===== config.mk =====
export PLATFORM = sky130hd
export DESIGN_NAME = reorder_tag_alloc
export DESIGN_NICKNAME = d
export VERILOG_FILES = /design/src/rtl/reorder_pkg.sv /design/src/rtl/reorder_status_table.sv /design/src/rtl/reorder_tag_alloc.sv
export SDC_FILE = /design/constraint.sdc
export NUM_CORES = 1
export LEC_CHECK = 0
export ABC_AREA = 0
export CORE_ASPECT_RATIO = 1.5
export CORE_MARGIN = 5
export CORE_UTILIZATION = 50
export CTS_BUF_LIST = sky130_fd_sc_hd__clkbuf_2 sky130_fd_sc_hd__clkbuf_4 sky130_fd_sc_hd__clkbuf_8
export DETAILED_ROUTE_END_ITERATION = 10
export PLACE_DENSITY = 0.95
export SETUP_SLACK_MARGIN = 0.3
export SLEW_MARGIN = 5
export SYNTH_ARGS = -nofsm -noshare
export SYNTH_HDL_FRONTEND = slang
export SYNTH_SLANG_ARGS = --single-unit
export TNS_END_PERCENT = 5

===== constraint.sdc =====
create_clock -name clk -period 3 [get_ports clk]
set_input_delay 0.6 -clock clk [delete_from_list [all_inputs] [get_ports clk]]
set_output_delay 0.6 -clock clk [all_outputs]
set_load 0.005 [all_outputs]

===== src/rtl/reorder_pkg.sv =====
// Shared reorder-tag types: packet status codes, allocator states and the
// modulo-SIZE pointer increment. Also imported by circular_buffer.
package reorder_pkg;

  typedef logic [1:0] status_t;

  localparam status_t PENDING  = 2'b00;
  localparam status_t REJECTED = 2'b01;
  localparam status_t ACCEPTED = 2'b11;

  typedef enum logic {
    IDLE,
    IN_PKT
  } alloc_state_t;

  function automatic int unsigned wrap_inc(input int unsigned ptr, input int unsigned size);
    return (ptr == size - 1) ? 0 : ptr + 1;
  endfunction

endpackage


===== src/rtl/reorder_status_table.sv =====
// Per-tag packet status table: verdict/release writes, async read port and
// in-flight tracking. Define REORDER_STATUS_TIMEOUT_EN for per-entry auto-reject.
module reorder_status_table
  import reorder_pkg::*;
#(
  parameter int unsigned TAG_WIDTH      = 6,
  parameter int unsigned SIZE           = 3,
  parameter int unsigned TIMEOUT_CYCLES = 1024
) (
  input  logic                 clk,
  input  logic                 rst,
  input  logic                 alloc_en,
  input  logic [TAG_WIDTH-1:0] alloc_tag,
  input  logic                 rel_en,
  input  logic [TAG_WIDTH-1:0] rel_tag,
  input  logic                 verdict_valid,
  input  logic [TAG_WIDTH-1:0] verdict_tag,
  input  logic                 verdict_accept,
  input  logic [TAG_WIDTH-1:0] rd_tag,
  output logic [1:0]           rd_status,
  output logic                 err_verdict
`ifdef REORDER_STATUS_TIMEOUT_EN
  ,
  output logic                 timeout_pulse
`endif
);

  status_t         status_q [SIZE];
  logic [SIZE-1:0] in_flight;
  logic            verdict_ok;
  logic            rel_covers_verdict;

`ifdef REORDER_STATUS_TIMEOUT_EN
  localparam int unsigned AGE_W = $clog2(TIMEOUT_CYCLES + 1);
  logic [AGE_W-1:0] age_q [SIZE];
`endif

  // Tags >= SIZE match no entry, so they read PENDING and never verdict legally.
  always_comb begin
    rd_status  = PENDING;
    verdict_ok = 1'b0;
    for (int unsigned i = 0; i < SIZE; i++) begin
      if (rd_tag == TAG_WIDTH'(i))
        rd_status = status_q[i];
      if (verdict_tag == TAG_WIDTH'(i) && in_flight[i] && status_q[i] == PENDING)
        verdict_ok = 1'b1;
    end
  end

  assign rel_covers_verdict = rel_en && (rel_tag == verdict_tag);

  always_ff @(posedge clk or negedge rst) begin
    if (!rst) begin
      for (int unsigned i = 0; i < SIZE; i++) begin
        status_q[i] <= PENDING;
`ifdef REORDER_STATUS_TIMEOUT_EN
        age_q[i]    <= '0;
`endif
      end
      in_flight   <= '0;
      err_verdict <= 1'b0;
`ifdef REORDER_STATUS_TIMEOUT_EN
      timeout_pulse <= 1'b0;
`endif
    end else begin
      err_verdict <= verdict_valid && !verdict_ok && !rel_covers_verdict;
`ifdef REORDER_STATUS_TIMEOUT_EN
      timeout_pulse <= 1'b0;
`endif
      for (int unsigned i = 0; i < SIZE; i++) begin
        // Release outranks a same-cycle verdict; a live verdict outranks the timeout.
        if (rel_en && rel_tag == TAG_WIDTH'(i)) begin
          status_q[i]  <= PENDING;
          in_flight[i] <= 1'b0;
        end else if (verdict_valid && verdict_ok && verdict_tag == TAG_WIDTH'(i)) begin
          status_q[i] <= verdict_accept ? ACCEPTED : REJECTED;
        end
`ifdef REORDER_STATUS_TIMEOUT_EN
        else if (in_flight[i] && status_q[i] == PENDING) begin
          if (age_q[i] == AGE_W'(TIMEOUT_CYCLES - 1)) begin
            status_q[i]   <= REJECTED;
            timeout_pulse <= 1'b1;
          end else begin
            age_q[i] <= age_q[i] + 1'b1;
          end
        end
`endif
        if (alloc_en && alloc_tag == TAG_WIDTH'(i)) begin
          in_flight[i] <= 1'b1;
`ifdef REORDER_STATUS_TIMEOUT_EN
          age_q[i]     <= '0;
`endif
        end
      end
    end
  end

endmodule


===== src/rtl/reorder_tag_alloc.sv =====
// Reorder-tag allocator: stamps packets with in-order tags through a one-stage
// output slice and owns the status table. Optional REORDER_STATUS_TIMEOUT_EN.
module reorder_tag_alloc
  import reorder_pkg::*;
#(
  parameter int unsigned TAG_WIDTH            = 6,
  parameter int unsigned CIRCULAR_BUFFER_SIZE = 3,
  parameter int unsigned DATA_WIDTH           = 64,
  parameter int unsigned TIMEOUT_CYCLES       = 1024
) (
  input  logic                                      clk,
  input  logic                                      rst,
  input  logic [DATA_WIDTH-1:0]                     s_TDATA,
  input  logic                                      s_TLAST,
  input  logic                                      s_TVALID,
  output logic                                      s_TREADY,
  output logic [DATA_WIDTH-1:0]                     m_TDATA,
  output logic                                      m_TLAST,
  output logic                                      m_TVALID,
  input  logic                                      m_TREADY,
  output logic [TAG_WIDTH-1:0]                      m_tag,
  input  logic                                      verdict_valid,
  input  logic [TAG_WIDTH-1:0]                      verdict_tag,
  input  logic                                      verdict_accept,
  input  logic [TAG_WIDTH-1:0]                      reorder_tag_out,
  output logic [1:0]                                packet_status,
  input  logic                                      tag_release,
  output logic [$clog2(CIRCULAR_BUFFER_SIZE+1)-1:0] outstanding,
  output logic                                      err_verdict
`ifdef REORDER_STATUS_TIMEOUT_EN
  ,
  output logic                                      timeout_pulse
`endif
);

  localparam int unsigned SIZE  = CIRCULAR_BUFFER_SIZE;
  localparam int unsigned OUT_W = $clog2(SIZE + 1);

  alloc_state_t         state;
  logic [TAG_WIDTH-1:0] alloc_ptr;
  logic [TAG_WIDTH-1:0] rel_ptr;
  logic [TAG_WIDTH-1:0] cur_tag;
  logic                 slot_free;
  logic                 full;
  logic                 accept;
  logic                 first_beat;
  logic                 rel_valid;

  // Fullness uses the registered count, so a same-cycle release cannot admit a new packet.
  assign slot_free  = !m_TVALID || m_TREADY;
  assign full       = (outstanding == OUT_W'(SIZE));
  assign s_TREADY   = rst && slot_free && ((state == IN_PKT) || !full);
  assign accept     = s_TVALID && s_TREADY;
  assign first_beat = accept && (state == IDLE);
  assign rel_valid  = tag_release && (reorder_tag_out == rel_ptr) && (outstanding != '0);

  always_ff @(posedge clk or negedge rst) begin
    if (!rst) begin
      state       <= IDLE;
      alloc_ptr   <= '0;
      rel_ptr     <= '0;
      cur_tag     <= '0;
      outstanding <= '0;
      m_TDATA     <= '0;
      m_TLAST     <= 1'b0;
      m_TVALID    <= 1'b0;
      m_tag       <= '0;
    end else begin
      if (accept) begin
        m_TDATA  <= s_TDATA;
        m_TLAST  <= s_TLAST;
        m_tag    <= first_beat ? alloc_ptr : cur_tag;
        m_TVALID <= 1'b1;
        state    <= s_TLAST ? IDLE : IN_PKT;
      end else if (m_TREADY) begin
        m_TVALID <= 1'b0;
      end

      if (first_beat) begin
        cur_tag   <= alloc_ptr;
        alloc_ptr <= TAG_WIDTH'(wrap_inc(32'(alloc_ptr), SIZE));
      end
      if (rel_valid)
        rel_ptr <= TAG_WIDTH'(wrap_inc(32'(rel_ptr), SIZE));

      if (first_beat && !rel_valid)
        outstanding <= outstanding + 1'b1;
      else if (!first_beat && rel_valid)
        outstanding <= outstanding - 1'b1;
    end
  end

  reorder_status_table #(
    .TAG_WIDTH     (TAG_WIDTH),
    .SIZE          (SIZE),
    .TIMEOUT_CYCLES(TIMEOUT_CYCLES)
  ) u_status_table (
    .clk           (clk),
    .rst           (rst),
    .alloc_en      (first_beat),
    .alloc_tag     (alloc_ptr),
    .rel_en        (rel_valid),
    .rel_tag       (rel_ptr),
    .verdict_valid (verdict_valid),
    .verdict_tag   (verdict_tag),
    .verdict_accept(verdict_accept),
    .rd_tag        (reorder_tag_out),
    .rd_status     (packet_status),
    .err_verdict   (err_verdict)
`ifdef REORDER_STATUS_TIMEOUT_EN
    ,
    .timeout_pulse (timeout_pulse)
`endif
  );

endmodule


; ---- Yosys cells after proc, flatten, opt, wreduce, memory -nomap -nowiden
; Cells that the tools add are included.
; W data, S select, Z words.
[classes]
add_sub_neg = 4
eq_ne = 11
n_mux = 27
bitwise_logic = 1
n_reduce_logical = 51
[op_table]
columns = cell, count
row1 = $logic_and A1 B1 Y1, 27
row2 = $eq A6 B1 Y1 const B, 4
row3 = $eq A6 B2 Y1 const B, 4
row4 = $logic_not A6 Y1, 4
row5 = $mux W2, 12
row6 = $mux W6, 3
row7 = $reduce_bool A2 Y1, 9
row8 = $add A6 B1 Y6 const B, 2
row9 = $eq A6 B6 Y1, 2
row10 = $mux W1, 12
row11 = $logic_not A1 Y1, 6
row12 = $logic_not A2 Y1, 3
row13 = $add A2 B1 Y2 const B, 1
row14 = $eq A2 B2 Y1 const B, 1
row15 = $logic_or A1 B1 Y1, 2
row16 = $sub A2 B1 Y2 const B, 1
row17 = $not A1 Y1, 1
[word_totals]
regBits = 103
in_bits = 84
word_cells = 110

; ---- Logic depth before layout (Yosys ltp)
[depth]
ltp_word = 10
depth_mapped = 10

; ---- Cells and area by module
; A second synthesis with hierarchy kept.
[hier_totals]
cells_unflattened = 345
area_unflattened_um2 = 4498.1
[by_module_without_submodules]
columns = mod, n_inst, cells_per_inst, area_each_um2
row1 = reorder_tag_alloc, 1, 275, 3853.7
row2 = reorder_status_table, 1, 70, 644.4

; ---- Worst setup path before layout
; No wires, ideal clock.
[synth_timing]
kind = input -> register
start = input reorder_tag_out[0]
end = register outstanding[1]
setup_time_ps = 79
arrival_time_ps = 2068
required_ps = 2921
slack_ps = 853
stages = 9
path_buffers = 1
cell_sequence = xor2_1 > nor4_4 > and2_1 > buf_6 > inv_1 > ha_1 > xor2_1 > nor2_1 > xor2_1
[synth_via]
elab_chain_cells = 6
elab_cells_between_ends = 8
classes_between = 1 x eq/ne / 1 x mux / 6 x reduce/logical
[synth_lines]
columns = item, line
row1 = "start, declared", reorder_tag_alloc.sv:25  ; input logic [TAG_WIDTH-1:0] reorder_tag_out,
row2 = $eq A6 B6 Y1 *, reorder_tag_alloc.sv:55  ; assign rel_valid = tag_release && (reorder_tag_out == rel_ptr) && (outstanding != '0);
row3 = $logic_and A1 B1 Y1 * (2 in a row), reorder_tag_alloc.sv:55
row4 = $logic_not A1 Y1, reorder_tag_alloc.sv:86  ; if (first_beat && !rel_valid)
row5 = $logic_and A1 B1 Y1, reorder_tag_alloc.sv:86
row6 = $mux W2 / $reduce_bool A2 Y1 (equally long branches), --
row7 = "end signal, assigned", reorder_tag_alloc.sv:87  ; outstanding <= outstanding + 1'b1;
row8 = "end signal, assigned", reorder_tag_alloc.sv:89  ; outstanding <= outstanding - 1'b1;
row9 = "end, declared", reorder_tag_alloc.sv:28  ; output logic [$clog2(CIRCULAR_BUFFER_SIZE+1)-1:0] outstanding,
; Mark *: on every way between the ends. The rest lies on a longest branch, timed or not.
; A chain may end at the register's enable or synchronous reset.

; ---- Worst setup path in the final report
[layout_timing]
start = input m_TREADY
end = output s_TREADY
[layout_via]
elab_chain_cells = 3
[layout_lines]
columns = item, line
row1 = "start, declared", reorder_tag_alloc.sv:20  ; input logic m_TREADY,
row2 = $logic_or A1 B1 Y1, reorder_tag_alloc.sv:50  ; assign slot_free = !m_TVALID || m_TREADY;
row3 = $logic_and A1 B1 Y1 (2 in a row), reorder_tag_alloc.sv:52  ; assign s_TREADY = rst && slot_free && ((state == IN_PKT) || !full);
row4 = "end, declared", reorder_tag_alloc.sv:16  ; output logic s_TREADY,
; Every way passes these cells.

==> flow_summary.ini <==
[outcome]
outcome = finished, final reports clean

[synth]
synth_seq_cells = 103
synth_ff_type = dfrtp_1
synth_warnings = 0
yosys.area_share.simple_pct = 8.89
synth_edf_count = 0
synth_compound_area_share_pct = 6.04
synthArstFlopShare_pct = 100
syn_inst = 340
synth.net_count = 433
synth_adder_area_share_pct = 2.52
synth_xor_area_share_pct = 3.52
synth_top_family_by_area = multiplexers
netlist_area_sq_um = 4470
ys_seq_area_share_pct = 57.6
muxShareOfSynthArea_pct = 19.0
synth_area_per_cell_sq_um = 13.2
synth_cell_types = 44

[critical_path]
endpoint = s_TREADY
rr_worst_depth = 8
reg2reg_to = outstanding[1]$_DFFE_PN0P_
startpoint_type = input port
crit_path_end_kind = primary output
worstPathMaxFanout = 4
cp.arrival_ns = 2.02
required_ns = 2.40
crit_start = m_TREADY
path_class = input port to primary output
r2r_start = rel_ptr[0]$_DFFE_PN0P_
rrSetupSlack_ns = 1.05

[place]
placed_cells = 606
place_area_sq_um = 6240
dp_hpwl_mm = 9.25
port_buffers = 161
place.gp.congestion = 0.865

[sta]
tns_ns = 0
slew_viol_final = 0
fin_crit_ns = 2.62
hold_viol_final = 0
rsz0062_at_grt = no
period_share_pct = 87.4
max_freq_mhz = 381
setup_viol = 0
slew-limit-headroom_pct = 46.5
fin_skew_ns = 0.0136
worst_slew_pin_slew_ns = 0.802

[grt]
grt_pass1_wl_mm = 19.6
grt_max_degree = 66
grtUsageTotal_pct = 23.2
grt_pass1_vias = 3753
overflow = 0
antenna_found_initial = 0

[layout]
final_cells = 622
drive_above_1_share_pct = 19.9
syn_to_final_growth_pct = 44.1
final_util_pct = 73.5
diodes = 0
nets = 600
final.fill_count = 516
stdcell_area_sq_um = 6450

[drt]
num_vias = 3445
ant_nets = 0
drtIter0Drc = 167
wl_per_cell_microns = 19.6
via_per_inst = 5.54
drc = 0
wl_mm = 12.2
dr.pass1.iters = 4

[floorplan]
start_util_pct = 51.0
die_h_microns = 126
dieArea_sq_um = 11000
fp-row-count = 42
ios = 162
die_w_microns = 87.2
core_sq_um = 8780

[clock_tree]
post_cts.repair.setup_buffers = 0
htreeDepth = 3
root_buffer = clkbuf_8
cts_tree = built
numCtsBuffers = 9
clkSinkCount = 103
insertion_delay_ns = 0.37
clk_pin_slew_worst_paths_ns = 0.10
cts_buffer_depth = 2

[pwr]
irDropWorstVdd_v = 0.000386
power.density_nw_per_um2 = 701
leakagePower_uw = 0.00280

[job]
maxCapViolations = 0

[hold_path]
hold_path.class = input port to asynchronous set/reset pin
[critical path: stages]
cell and delay [ns]:
clkdlybuf4s50_1 0.44, nand2b_1 0.22, o211a_1 0.23, clkdlybuf4s50_1 0.53
[kinds of logic after synthesis]
group	Yosys count
compound gates	42
mux	76
flops	103
xor+xnor	18
buf+inv	21
simple gates	71
fa+ha+maj	9
[timing repair]
| action | in CTS | in global routing |
|---|---|---|
| resized for setup | 2 | 2 |
| pin swaps | 1 | 1 |
| setup endpoints to repair | 2 | 1 |
| cloned | 0 | 0 |
| hold buffers | 0 | 0 |
[Yosys cell counts, types with 2 or more instances]
master	count	area share (%)
dfrtp_1	103	58
mux2_2	67	17
nand2_1	26	2.2
o21ai_0	15	1.7
xor2_1	10	2.0
a31oi_1	9	1.3
buf_2	9	1.0
ha_1	9	2.5
nor2_1	9	0.75
a21oi_1	8	0.89
mux2i_1	8	1.8
xnor2_1	8	1.6
inv_1	7	0.59
nand3_1	7	0.78
nand4_1	6	0.84
and2_1	3	0.42
buf_4	3	0.50
a22o_1	2	0.39
and3_1	2	0.28
nor2b_1	2	0.28
nor4_1	2	0.28
nor4_4	2	0.95
nor4b_1	2	0.39
[through the flow]
| step | hold WS, ns | power (uW) | worst slack, ns |
|---|---|---|---|
| floorplan | 0.304 | 2660 | 0.853 |
| CTS | 0.0604 | 4550 | 0.164 |
| finish | 0.0697 | 4520 | 0.377 |
| global route | 0.0666 | 4760 | 0.343 |
| global placement | 0.457 | 3580 | 0.192 |
| detailed placement | 0.474 | 3690 | 0.136 |
[placed cells by master, fill, tap and decap left out, types with 3 or more instances in the layout]
master | synthesis | layout
clkbuf_8 | 0 | 12
dfrtp_1 | 103 | 103
inv_1 | 7 | 7
o21ai_0 | 15 | 15
clkdlybuf4s50_1 | 0 | 158
xnor2_1 | 8 | 8
mux2i_1 | 8 | 8
buf_4 | 3 | 8
xor2_1 | 10 | 10
and2_1 | 3 | 3
nor2_1 | 9 | 8
nand4_1 | 6 | 6
ha_1 | 9 | 9
a21oi_1 | 8 | 8
mux2_2 | 67 | 67
nand3_1 | 7 | 7
nand2_1 | 26 | 26
a31oi_1 | 9 | 9
[routing by layer]
layer  vias to the layer above  wire length [microns]  track usage, %
met5                         -                      0               0
met4                         0                    648            12.7
met3                        43                    639            4.58
met2                       143                   6800            41.6
met1                      1720                   4100            24.7
li1                       1539                      -               -
[power by group]
part / internal (uW) / leakage [uW] / switching (uW) / total, uW
Combinational: 1010 / 0.00144 / 576 / 1590
Clock: 384 / 0.0000997 / 466 / 850
Sequential: 1780 / 0.00126 / 304 / 2080
Total: 3180 / 0.00280 / 1350 / 4520
[how the worst min path moves through the flow]
stage	start	endpoint	depth (start not counted)
CTS	rst	m_TDATA[62]$_DFFE_PN0N_	1
global placement	cur_tag[2]$_DFF_PN0_	cur_tag[2]$_DFF_PN0_	2
detailed placement	rst	m_TDATA[0]$_DFFE_PN0N_	1
finish	rst	m_TDATA[61]$_DFFE_PN0N_	1
floorplan	rst	alloc_ptr[0]$_DFFE_PN0P_	0
global route	rst	m_TDATA[60]$_DFFE_PN0N_	1
[area by class of cell]
| type | instances | area [sq um] | area share [%] |
|---|---|---|---|
| sequential | 103 | 2580 | 40.0 |
| multi-input combinational | 216 | 1810 | 28.0 |
| tap | 110 | 138 | 2.13 |
| timing repair buffer | 170 | 1700 | 26.4 |
| clock buffer | 13 | 173 | 2.68 |
| inverter | 7 | 26.3 | 0.408 |
| clock inverter | 3 | 25.0 | 0.388 |
[registers in the layout, summed over array words and instances (netlist names)]
signal,cells
state,1
m_TLAST,1
outstanding,2
cur_tag,6
u_status_table.err_verdict,1
u_status_table.status_q,6
rel_ptr,6
alloc_ptr,6
m_TVALID,1
u_status_table.in_flight,3
m_TDATA,64
m_tag,6
Power figures use the tool's default switching activity.
